[src/rtl/cam_pkg.sv]
// Shared definitions for the camera capture path.
//   cam_state_e      : capture FSM state encoding
//   QQVGA_H/QQVGA_V  : default frame geometry (160x120)
//   rgb565_to_rgb332 : packs an RGB565 byte pair into one RGB332 byte
package cam_pkg;

  typedef enum logic [1:0] {
    S_WAIT_VS    = 2'd0,
    S_WAIT_FRAME = 2'd1,
    S_ACTIVE     = 2'd2
  } cam_state_e;

  localparam int unsigned QQVGA_H = 160;
  localparam int unsigned QQVGA_V = 120;

  // hi = RRRRRGGG, lo = GGGBBBBB. Keep R[4:2], G[5:3], B[4:3].
  function automatic logic [7:0] rgb565_to_rgb332(input logic [7:0] hi, input logic [7:0] lo);
    return {hi[7:5], hi[2:0], lo[4:3]};
  endfunction

endpackage

[src/rtl/cam_capture.sv]
// Camera capture front end: collects RGB565 byte pairs from an OV-style sensor, converts each
// pixel to RGB332 and writes it to a downstream FIFO with its frame coordinates.
//   Pclk       : pixel clock, everything on the rising edge
//   rst        : synchronous active-low reset
//   vsync      : high during vertical blanking
//   href       : high while cam_data carries a valid byte
//   cam_data   : RGB565 byte stream, high byte first
//   fifo_full  : downstream FIFO full
//   pixel_data : RGB332 pixel (FIFO data_in)
//   pixel_wr   : one-cycle write strobe (FIFO wr)
//   pix_x/pix_y: coordinates of the pixel on pixel_data
//   frame_done : one-cycle pulse, registered, after vsync rises while capturing
//   overflow   : sticky, a pixel was lost to fifo_full; cleared at frame start
//   busy       : capture FSM in S_ACTIVE
module cam_capture
  import cam_pkg::*;
#(
  parameter int unsigned H_PIXELS = QQVGA_H,
  parameter int unsigned V_LINES  = QQVGA_V,
  parameter int unsigned X_W      = 8,
  parameter int unsigned Y_W      = 7
) (
  input  logic           Pclk,
  input  logic           rst,
  input  logic           vsync,
  input  logic           href,
  input  logic [7:0]     cam_data,
  input  logic           fifo_full,
  output logic [7:0]     pixel_data,
  output logic           pixel_wr,
  output logic [X_W-1:0] pix_x,
  output logic [Y_W-1:0] pix_y,
  output logic           frame_done,
  output logic           overflow,
  output logic           busy
);

  // One spare bit so the counters can sit at the saturation value without wrapping.
  localparam int unsigned XCW = X_W + 1;
  localparam int unsigned YCW = Y_W + 1;
  localparam logic [XCW-1:0] XLim = XCW'(H_PIXELS);
  localparam logic [YCW-1:0] YLim = YCW'(V_LINES);

  cam_state_e     state_q, state_d;
  logic [XCW-1:0] x_q, x_d;
  logic [YCW-1:0] y_q, y_d;
  logic           phase_q, phase_d;
  logic [7:0]     hi_q, hi_d;
  logic           href_q, href_d;
  logic [7:0]     data_q, data_d;
  logic           wr_q, wr_d;
  logic [X_W-1:0] px_q, px_d;
  logic [Y_W-1:0] py_q, py_d;
  logic           fd_q, fd_d;
  logic           ovf_q, ovf_d;

  always_comb begin
    state_d = state_q;
    x_d     = x_q;
    y_d     = y_q;
    phase_d = phase_q;
    hi_d    = hi_q;
    href_d  = 1'b0;
    data_d  = data_q;
    wr_d    = 1'b0;
    px_d    = px_q;
    py_d    = py_q;
    fd_d    = 1'b0;
    ovf_d   = ovf_q;

    unique case (state_q)
      S_WAIT_VS: begin
        if (vsync) state_d = S_WAIT_FRAME;
      end

      S_WAIT_FRAME: begin
        if (!vsync) begin
          state_d = S_ACTIVE;
          x_d     = '0;
          y_d     = '0;
          phase_d = 1'b0;
          ovf_d   = 1'b0;
        end
      end

      S_ACTIVE: begin
        if (vsync) begin
          // Frame ends (possibly mid-line): drop any half-received pixel.
          state_d = S_WAIT_FRAME;
          fd_d    = 1'b1;
          phase_d = 1'b0;
        end else begin
          href_d = href;
          if (href) begin
            if (!phase_q) begin
              hi_d    = cam_data;
              phase_d = 1'b1;
            end else begin
              phase_d = 1'b0;
              if (x_q < XLim) begin
                x_d = x_q + 1'b1;
                if (y_q < YLim) begin
                  if (!fifo_full) begin
                    wr_d   = 1'b1;
                    data_d = rgb565_to_rgb332(hi_q, cam_data);
                    px_d   = x_q[X_W-1:0];
                    py_d   = y_q[Y_W-1:0];
                  end else begin
                    ovf_d = 1'b1;
                  end
                end
              end
            end
          end else if (href_q) begin
            // End of line: an odd trailing byte is discarded by clearing the phase.
            x_d     = '0;
            phase_d = 1'b0;
            if (y_q < YLim) y_d = y_q + 1'b1;
          end
        end
      end

      default: state_d = S_WAIT_VS;
    endcase
  end

  always_ff @(posedge Pclk) begin
    if (!rst) begin
      state_q <= S_WAIT_VS;
      x_q     <= '0;
      y_q     <= '0;
      phase_q <= 1'b0;
      hi_q    <= '0;
      href_q  <= 1'b0;
      data_q  <= '0;
      wr_q    <= 1'b0;
      px_q    <= '0;
      py_q    <= '0;
      fd_q    <= 1'b0;
      ovf_q   <= 1'b0;
    end else begin
      state_q <= state_d;
      x_q     <= x_d;
      y_q     <= y_d;
      phase_q <= phase_d;
      hi_q    <= hi_d;
      href_q  <= href_d;
      data_q  <= data_d;
      wr_q    <= wr_d;
      px_q    <= px_d;
      py_q    <= py_d;
      fd_q    <= fd_d;
      ovf_q   <= ovf_d;
    end
  end

  assign pixel_data = data_q;
  assign pixel_wr   = wr_q;
  assign pix_x      = px_q;
  assign pix_y      = py_q;
  assign frame_done = fd_q;
  assign overflow   = ovf_q;
  assign busy       = (state_q == S_ACTIVE);

endmodule

[config.mk]
export PLATFORM = sky130hd
export DESIGN_NAME = cam_capture
export DESIGN_NICKNAME = d
export VERILOG_FILES = /design/src/rtl/cam_pkg.sv /design/src/rtl/cam_capture.sv
export SDC_FILE = /design/constraint.sdc
export NUM_CORES = 1
export LEC_CHECK = 0
export BUFFER_PORTS_ARGS = -buffer_cell sky130_fd_sc_hd__buf_2
export CORE_AREA = 2 2 85 87
export CTS_BUF_LIST = sky130_fd_sc_hd__clkbuf_16
export CTS_CLUSTER_SIZE = 12
export DETAILED_ROUTE_END_ITERATION = 8
export DIE_AREA = 0 0 87 89
export HOLD_SLACK_MARGIN = 0.1
export PLACE_DENSITY = 0.6
export SLEW_MARGIN = 25
export SYNTH_ARGS = -nofsm -noshare
export SYNTH_HDL_FRONTEND = slang
export SYNTH_SLANG_ARGS = --single-unit
[constraint.sdc]
create_clock -name Pclk -period 1.8 [get_ports Pclk]
set_input_delay 0.18 -clock Pclk [delete_from_list [all_inputs] [get_ports Pclk]]
set_output_delay 0.18 -clock Pclk [all_outputs]
set_load 0.01 [all_outputs]
==> results.cfg, run 1 <==
[outcome]
status = complete, no violations

[finish]
seqCellArea_um2 = 1064
multiInputGateArea_um2 = 1216
fin_util_pct = 42.72
nFillCells = 665
final_layout_size_suffix_gt1_share_pct = 25.16
num_antenna_cells = 0
nets = 337
final_cells = 398
area_growth_pct = 23.13

[route]
drt-initial-drc-count = 121
avgRoutedWirePerCell_um = 12.98
dr_total_vias = 2045
first_pass_iters = 4
wl_um = 5165
route.detailed.drc = 0
ant_nets = 0
vias_per_cell = 5.138

[placed_design]
io_buffers = 39
preCtsSetupSlack_ns = -0.09478
gp_congestion = 0.8104
dpl.hpwl_um = 3657
dpl.cell_count = 390

[global_route]
antenna_found_initial = 0
gr-total-overflow = 0
grt_pass1_wl_um = 8783
track_usage_pct = 14.16
grt_pass1_vias = 1902
grt_max_degree = 48

[floorplanning]
die_w_um = 87
core_area_um2 = 6719
start_util_pct = 34.69
fp-row-count = 30
ioPinCount = 40
dieArea_um2 = 7743
die_y_um = 89

[sta]
hold_ws_ns = 0.1263
min_period_ns = 1.729
relSlewSlack_pct = 62.73
clock_skew_ns = 0.004854
drv_slew = 0
worst_pin_slew_ns = 0.5590
finalHoldViolations = 0
fmax_ghz = 0.5785
rsz0062_at_grt = no
worst_slack_ns = 0.07135
finalSetupViolations = 0
min_period_over_period_pct = 96.04

[clock_network]
ctsHtreeMaxLevel = 2
clk_path_buf_depth = 2
clkTransAtPathRegs_ns = 0.07
clk_root_buffer_cell = clkbuf_16
numCtsBuffers = 5
cts.sink_count = 53
cts_tree = built
clk_latency_ns = 0.29
cts_setup_buffers = 0

[setup_path]
path_buf_inv = 1
crit_path_max_incr_delay_ns = 0.47
end_kind = register
worstPathArrival_ns = 1.96
path_class = reg -> reg
cp.required_ns = 2.03
setup.worst_path.start_class = register
cp_slowest_cell = or4b_1
crit_family = simple AND/OR/NAND/NOR gates
cp_max_fo = 9
cp_cell_sequence = inv_2 -> ha_4 -> nor4bb_1 -> a211oi_2 -> or4b_1 -> nand2_1

[power]
power_frac_seq_pct = 47.5
leakage_nw = 1.141
p_sw_share_pct = 26.92
pwr-share-comb_pct = 17.3
net-switching-power_mw = 0.6984
powerDensity_nw_per_um2 = 904.0
total_power_mw = 2.595
peakVddDrop_uv = 368.7
p_clk_share_pct = 35.3
internal-power_mw = 1.896

[logic_synthesis]
synthFlopType = dfxtp_1
ys_top_cells_by_count = dfxtp_1 (53), nand2_1 (38), o21ai_0 (32)
synth_seq_cells = 53
mappedNetlistArea_um2 = 2331
postSynth.asyncResetShare_pct = 0
synth_cell_types = 45
yosys_warnings = 0
synth_seq_area_share_pct = 45.52
synth_cells = 273
synth_nets = 293
yosysMostFrequentCell = dfxtp_1
synth-edff-count = 0
netlist.top_cell.by_area = dfxtp_1
ys_top_cells_by_area = dfxtp_1 (46%), o21ai_0 (6.9%), nand3_1 (6.2%)
synth_top_area_share_pct = 45.52
postSynthAreaPerCell_um2 = 8.538

[worst_hold_path]
hold_class = in -> reg

[job]
maxCapViolCount = 0
[worst register-to-register path: stages (launching register included)]
cell and delay, ns:
dfxtp_2 0.36, inv_2 0.07, ha_4 0.28, nor4bb_1 0.15, a211oi_2 0.25, or4b_1 0.47, nand2_1 0.08
[path summary, 6_finish.rpt]
kind,startpoint,end,slack [ns],cells past startpoint
worst max register to register,state_q[1],x_q[5],0.07,6
worst min register to register,hi_q[1],pixel_data[3],0.46,2
worst min-delay path,cam_data[1],hi_q[1],0.13,3
worst max-delay path,state_q[1],x_q[5],0.07,6
[power groups by stage]
stage | Clock, mW | Sequential, mW | Combinational (mW)
after detailed placement | 0 | 1.26 | 0.424
after global placement | 0 | 1.26 | 0.425
after global routing | 0.991 | 1.24 | 0.502
after CTS | 0.945 | 1.23 | 0.439
after floorplan | 0 | 1.25 | 0.322
final | 0.915 | 1.23 | 0.448
[metrics by stage]
stage	setup TNS [ns]	area, um2
final	0	2870
after global routing	0	2870
after CTS	0	2853
after detailed placement	-0.5738	2698
after global placement	-0.2688	2698
after floorplan	0	2356
[area by class of cell]
type,instances,area share (%)
multi-input cells,196,42.37
inverters,6,0.7847
clock inverters,3,0.5231
well taps,80,3.487
repair buffers,55,11.42
flip-flops and latches,53,37.05
clock buffers,5,4.359
[sequential cells by signal, summed over array words and instances (netlist names)]
signal      flops
phase_q         1
pixel_wr        1
hi_q            6
frame_done      1
pixel_data      8
pix_y           7
x_q             9
href_q          1
overflow        1
y_q             8
state_q         2
pix_x           8
[timing repair]
item	4_1_cts	5_1_grt
setup endpoints to repair	9	35
gates cloned	0	0
pin swaps	0	2
gates resized for setup	3	6
hold buffers	0	0
[cell usage in the layout, fill, tap and decap left out, drive strengths merged, types with 2 or more instances in the layout]
cell type,synthesis,routed
buf,8,55
dfxtp,53,53
nand2,38,38
o21ai,34,34
nand3,29,29
nor2,17,17
mux2i,8,8
inv,6,8
ha,7,7
or4,5,5
clkbuf,10,5
nor3,5,5
o31ai,4,4
and3,4,4
o211ai,4,4
a21boi,4,4
a21oi,4,4
a41oi,3,3
and2,3,3
or3,3,3
nand4,2,2
nor4bb,2,2
or4b,2,2
nand3b,2,2
a31oi,2,2
[layer usage]
metal	part of all wire (%)	vias to the layer above	track usage, %
li1	-	1067	-
met1	51	933	19.70
met2	43	40	21.51
met3	4.5	5	3.324
met4	1.2	0	4.972
met5	0	-	0
[logic make-up after synthesis]
group                    synth area share (%)
buffers and inverters                   4.402
adder cells (fa/ha/maj)                 3.757
multiplexers                            3.919
AO/OA/AOI/OAI                           17.82
AND/OR/NAND/NOR                         24.58
flip-flops                              45.52
No activity file was read; power rests on OpenSTA's default activity.
==> run 2, diff against run 1 <==
Settings changed: SETUP_SLACK_MARGIN set to 0.15.
==> run 2 against run 1 <==
Compared with the run above: worst hold slack improved by 0.0056 ns; utilization rose by 2.2 points; cell count rose by 2.8%; total power rose by 12%; critical path type unchanged; via count rose by 3.3%; design area rose by 5.2%; sequential power barely moved; wire length rose by 5.8%.
==> results.cfg, run 2 (same netlist as run 1, synthesis figures left out) <==
[outcome]
status = complete, no violations

[placed_design]
place_area_um2 = 2728
preCtsSetupSlack_ns = -0.04026
gp_congestion = 0.7815
dpl.hpwl_um = 3776
io_buffers = 39
dpl.cell_count = 394

[clock_network]
cts_tree = built
clk_latency_ns = 0.29
numCtsBuffers = 5
clkTransAtPathRegs_ns = 0.07
cts.sink_count = 53
ctsHtreeMaxLevel = 2
hold_buffers = 0
clk_path_buf_depth = 2
clk_root_buffer_cell = clkbuf_16

[finish]
final_cell_mix = dfxtp_1 (51), buf_2 (39), nand2_1 (37), o21ai_0 (31), nand3_1 (29)
largest-register = x_q
final_common_cell = dfxtp_1
nets = 348
largest_reg_flops = 9
final_layout_size_suffix_gt1_share_pct = 29.48
num_antenna_cells = 0
final_area_um2 = 3020
area_growth_pct = 29.58
final_cells = 409

[global_route]
grt_pass1_wl_um = 9135
grt_pass1_vias = 1891
grt_max_degree = 48
gr-total-overflow = 0
antenna_found_initial = 0
track_usage_pct = 14.77

[floorplanning]
dieArea_um2 = 7743
ioPinCount = 40
fp-row-count = 30
core_area_um2 = 6719
start_util_pct = 34.69
die_w_um = 87
die_y_um = 89

[setup_path]
worstPathArrival_ns = 1.87
end_kind = register
cp.required_ns = 2.03
path_class = reg -> reg
setup.worst_path.start_class = register
cp_max_fo = 6

[sta]
worst_pin_slew_ns = 0.3474
min_period_ns = 1.641
rsz0062_at_grt = yes
drv_slew = 0
hold_ws_ns = 0.1319
tns_ns = 0
min_period_over_period_pct = 91.16
finalHoldViolations = 0
fmax_ghz = 0.6094
relSlewSlack_pct = 76.53
worst_slack_ns = 0.1591
finalSetupViolations = 0
clock_skew_ns = 0.005239

[power]
leakage_nw = 1.217
peakVddDrop_uv = 363.8
powerDensity_nw_per_um2 = 957.9

[route]
avgRoutedWirePerCell_um = 13.36
route.detailed.drc = 0
dr_total_vias = 2112
ant_nets = 0
wl_um = 5463
drt-initial-drc-count = 73
first_pass_iters = 4
vias_per_cell = 5.164

[job]
maxCapViolCount = 0

[worst_hold_path]
hold_class = in -> reg
[run 2: cell types whose count changed in the layout (fill, tap and decap cells not counted), sizes merged]
cell      change
buf          +11
bufinv        +1
clkinv        +1
clkinvlp      -1
inv           -1
[run 2: timing repair]
action / 4_1_cts / 5_1_grt
setup endpoints to repair: 44 / 42
pin swaps: 3 / 6
resized for setup: 11 / 11
hold endpoints to repair: 0 / 0
buffers inserted: 6 / 1
[run 2: where the power goes]
part | total, mW | internal [mW] | switching, mW | leakage (nW)
clock network | 1.07 | 0.654 | 0.420 | 0.0852
registers | 1.24 | 1.20 | 0.0353 | 0.429
logic | 0.579 | 0.285 | 0.295 | 0.703
[run 2: per-layer routing]
layer / GRT usage, % / vias to the layer above / share of wire (%)
met1: 20.40 / 953 / 50
met5: 0 / - / 0
met2: 22.76 / 57 / 43
li1: - / 1094 / -
met4: 5.256 / 0 / 1.5
met3: 3.232 / 8 / 4.7
[run 2: final timing paths]
check         startpoint             to  slack (ns)  cells after the start
max reg2reg   state_q[0]         x_q[3]        0.16                      6
min reg2reg      hi_q[6]  pixel_data[6]        0.46                      2
min          cam_data[2]        hi_q[2]        0.13                      3
max           state_q[0]         x_q[3]        0.16                      6
[run 2: through the flow]
step / utilization, % / power [mW]
2_1_floorplan: - / 1.575
5_1_grt: 44.95 / 3.030
6_report: 44.95 / 2.893
3_5_place_dp: 40.60 / 1.732
3_3_place_gp: 40.60 / 1.725
4_1_cts: 44.30 / 2.909
[run 2: layout make-up]
cell class / instances / area, um2
clock buffer: 5 / 125.1
clock inverter: 3 / 42.54
fill: 660 / 3699
inverter: 6 / 25.02
multi-input combinational: 196 / 1245
sequential: 53 / 1069
tap: 80 / 100.1
timing repair buffer: 66 / 414.1
[run 2: worst max-delay path: stages (launching register included)]
cell	delay, ns
dfxtp_4	0.38
inv_4	0.05
ha_4	0.26
buf_4	0.14
a211oi_2	0.23
or4b_1	0.46
nand2_1	0.07
==> run 3, diff against run 2 <==
Settings changed: GPL_TIMING_DRIVEN set to 0.
==> run 3 against run 2 <==
Compared with the run above: die area unchanged; combinational power increased by 11%; critical path type unchanged; cell count is 2.4% higher; clock power hardly changed; total power grew 2.5%; critical path depth up 2; clock-buffer cell count is the same; maximum frequency is 10% lower; the run now ends with setup timing left; design area increased by 9.0%.
==> results.cfg, run 3 (same netlist as run 1, synthesis figures left out) <==
[outcome]
status = finished with violations
failed_checks = setup timing

[placed_design]
gp_congestion = 0.8517
dpl.hpwl_um = 3939
preCtsSetupSlack_ns = -0.3081
io_buffers = 38

[setup_path]
cp.required_ns = 2.03
path_class = reg -> reg
worstPathArrival_ns = 2.06
end_kind = register
setup.worst_path.start_class = register
cp_max_fo = 5

[job]
maxCapViolCount = 0

[worst_hold_path]
hold_class = in -> reg

[finish]
fin_util_pct = 49.01
final_layout_size_suffix_gt1_share_pct = 36.87
final_cell_mix = dfxtp_1 (50), buf_2 (41), nand2_1 (37), nand3_2 (21), o21ai_1 (19)
num_antenna_cells = 0
area_growth_pct = 41.28
nets = 358
largest_reg_flops = 9
nFillCells = 642
final_common_cell = dfxtp_1
largest-register = x_q

[route]
ant_nets = 0
avgRoutedWirePerCell_um = 14.13
dr_total_vias = 2198
first_pass_iters = 4
route.detailed.drc = 0
vias_per_cell = 5.246
drt-initial-drc-count = 82
wl_um = 5921

[sta]
worst_slack_ns = -0.02722
hold_ws_ns = 0.1228
fmax_ghz = 0.5473
drv_slew = 0
relSlewSlack_pct = 57.65
finalHoldViolations = 0
worst_pin_slew_ns = 0.6353
clock_skew_ns = 0.006867
min_period_over_period_pct = 101.5
finalSetupViolations = 2
rsz0062_at_grt = yes
min_period_ns = 1.827

[floorplanning]
dieArea_um2 = 7743
die_y_um = 89
ioPinCount = 40
core_area_um2 = 6719
die_w_um = 87
start_util_pct = 34.69
fp-row-count = 30

[clock_network]
ctsHtreeMaxLevel = 2
cts.sink_count = 53
cts_tree = built
numCtsBuffers = 5
clkTransAtPathRegs_ns = 0.07
clk_root_buffer_cell = clkbuf_16
clk_latency_ns = 0.29
clk_path_buf_depth = 2

[global_route]
gr-total-overflow = 0
grt_pass1_vias = 1779
antenna_found_initial = 0
track_usage_pct = 14.58
grt_pass1_wl_um = 8887
grt_max_degree = 17

[power]
leakage_nw = 1.272
internal-power_mw = 2.175
p_clk_share_pct = 36.6
p_sw_share_pct = 26.66
pwr-share-comb_pct = 21.7
net-switching-power_mw = 0.7907
peakVddDrop_uv = 430.2
power_frac_seq_pct = 41.8
powerDensity_nw_per_um2 = 900.7
-- run 3: final cells by class --
| class | instances | area (um2) | share of cell area (%) |
|---|---|---|---|
| tap | 80 | 100.1 | 3.040 |
| clock inverter | 3 | 42.54 | 1.292 |
| sequential | 53 | 1070 | 32.48 |
| inverter | 6 | 27.53 | 0.8359 |
| buffer | 18 | 140.1 | 4.255 |
| multi-input combinational | 196 | 1393 | 42.29 |
| clock buffer | 5 | 125.1 | 3.799 |
| timing repair buffer | 58 | 395.4 | 12.01 |
-- run 3: critical path: stages (launching register included) --
cell	delay, ns
dfxtp_4	0.38
inv_4	0.05
ha_4	0.23
buf_6	0.12
nor4bb_1	0.12
a211oi_2	0.17
buf_4	0.17
or4b_4	0.46
nand2_2	0.06
-- run 3: stage by stage --
stage | power, mW | instances | TNS (ns) | instance area, um2
CTS | 2.874 | 408 | 0 | 2979
finish | 2.966 | 419 | -0.02895 | 3293
detailed placement | 1.676 | 391 | -6.654 | 2649
global placement | 1.676 | 391 | -6.893 | 2649
floorplan | 1.575 | 273 | 0 | 2359
global route | 3.100 | 419 | -0.1268 | 3293
-- run 3: final timing paths --
path	start	end	slack (ns)	depth (start not counted)
max	state_q[0]	x_q[5]	-0.03	8
min reg2reg	hi_q[0]	pixel_data[2]	0.44	2
min	cam_data[4]	pixel_data[1]	0.12	3
max reg2reg	state_q[0]	x_q[5]	-0.03	8
-- run 3: power groups by stage --
stage / logic (mW) / registers (mW) / clock network, mW
after detailed placement: 0.418 / 1.26 / 0
final: 0.642 / 1.24 / 1.08
after global placement: 0.418 / 1.26 / 0
after floorplan: 0.324 / 1.25 / 0
after CTS: 0.533 / 1.24 / 1.10
after global routing: 0.702 / 1.24 / 1.16
-- run 3: layer usage --
| metal | up-vias | track usage (%) | wire length, um |
|---|---|---|---|
| met5 | - | 0 | 0 |
| met4 | 0 | 4.830 | 63 |
| met3 | 8 | 2.955 | 231 |
| met2 | 51 | 22.21 | 2704 |
| met1 | 1031 | 20.62 | 2921 |
| li1 | 1108 | - | - |
-- run 3: timing repair --
action | 4_1_cts | 5_1_grt
cloned | 0 | 2
pin swaps | 5 | 28
endpoints found under the setup margin | 50 | 47
gates resized for setup | 24 | 75
buffers inserted | 9 | 9
hold buffers | 0 | 0
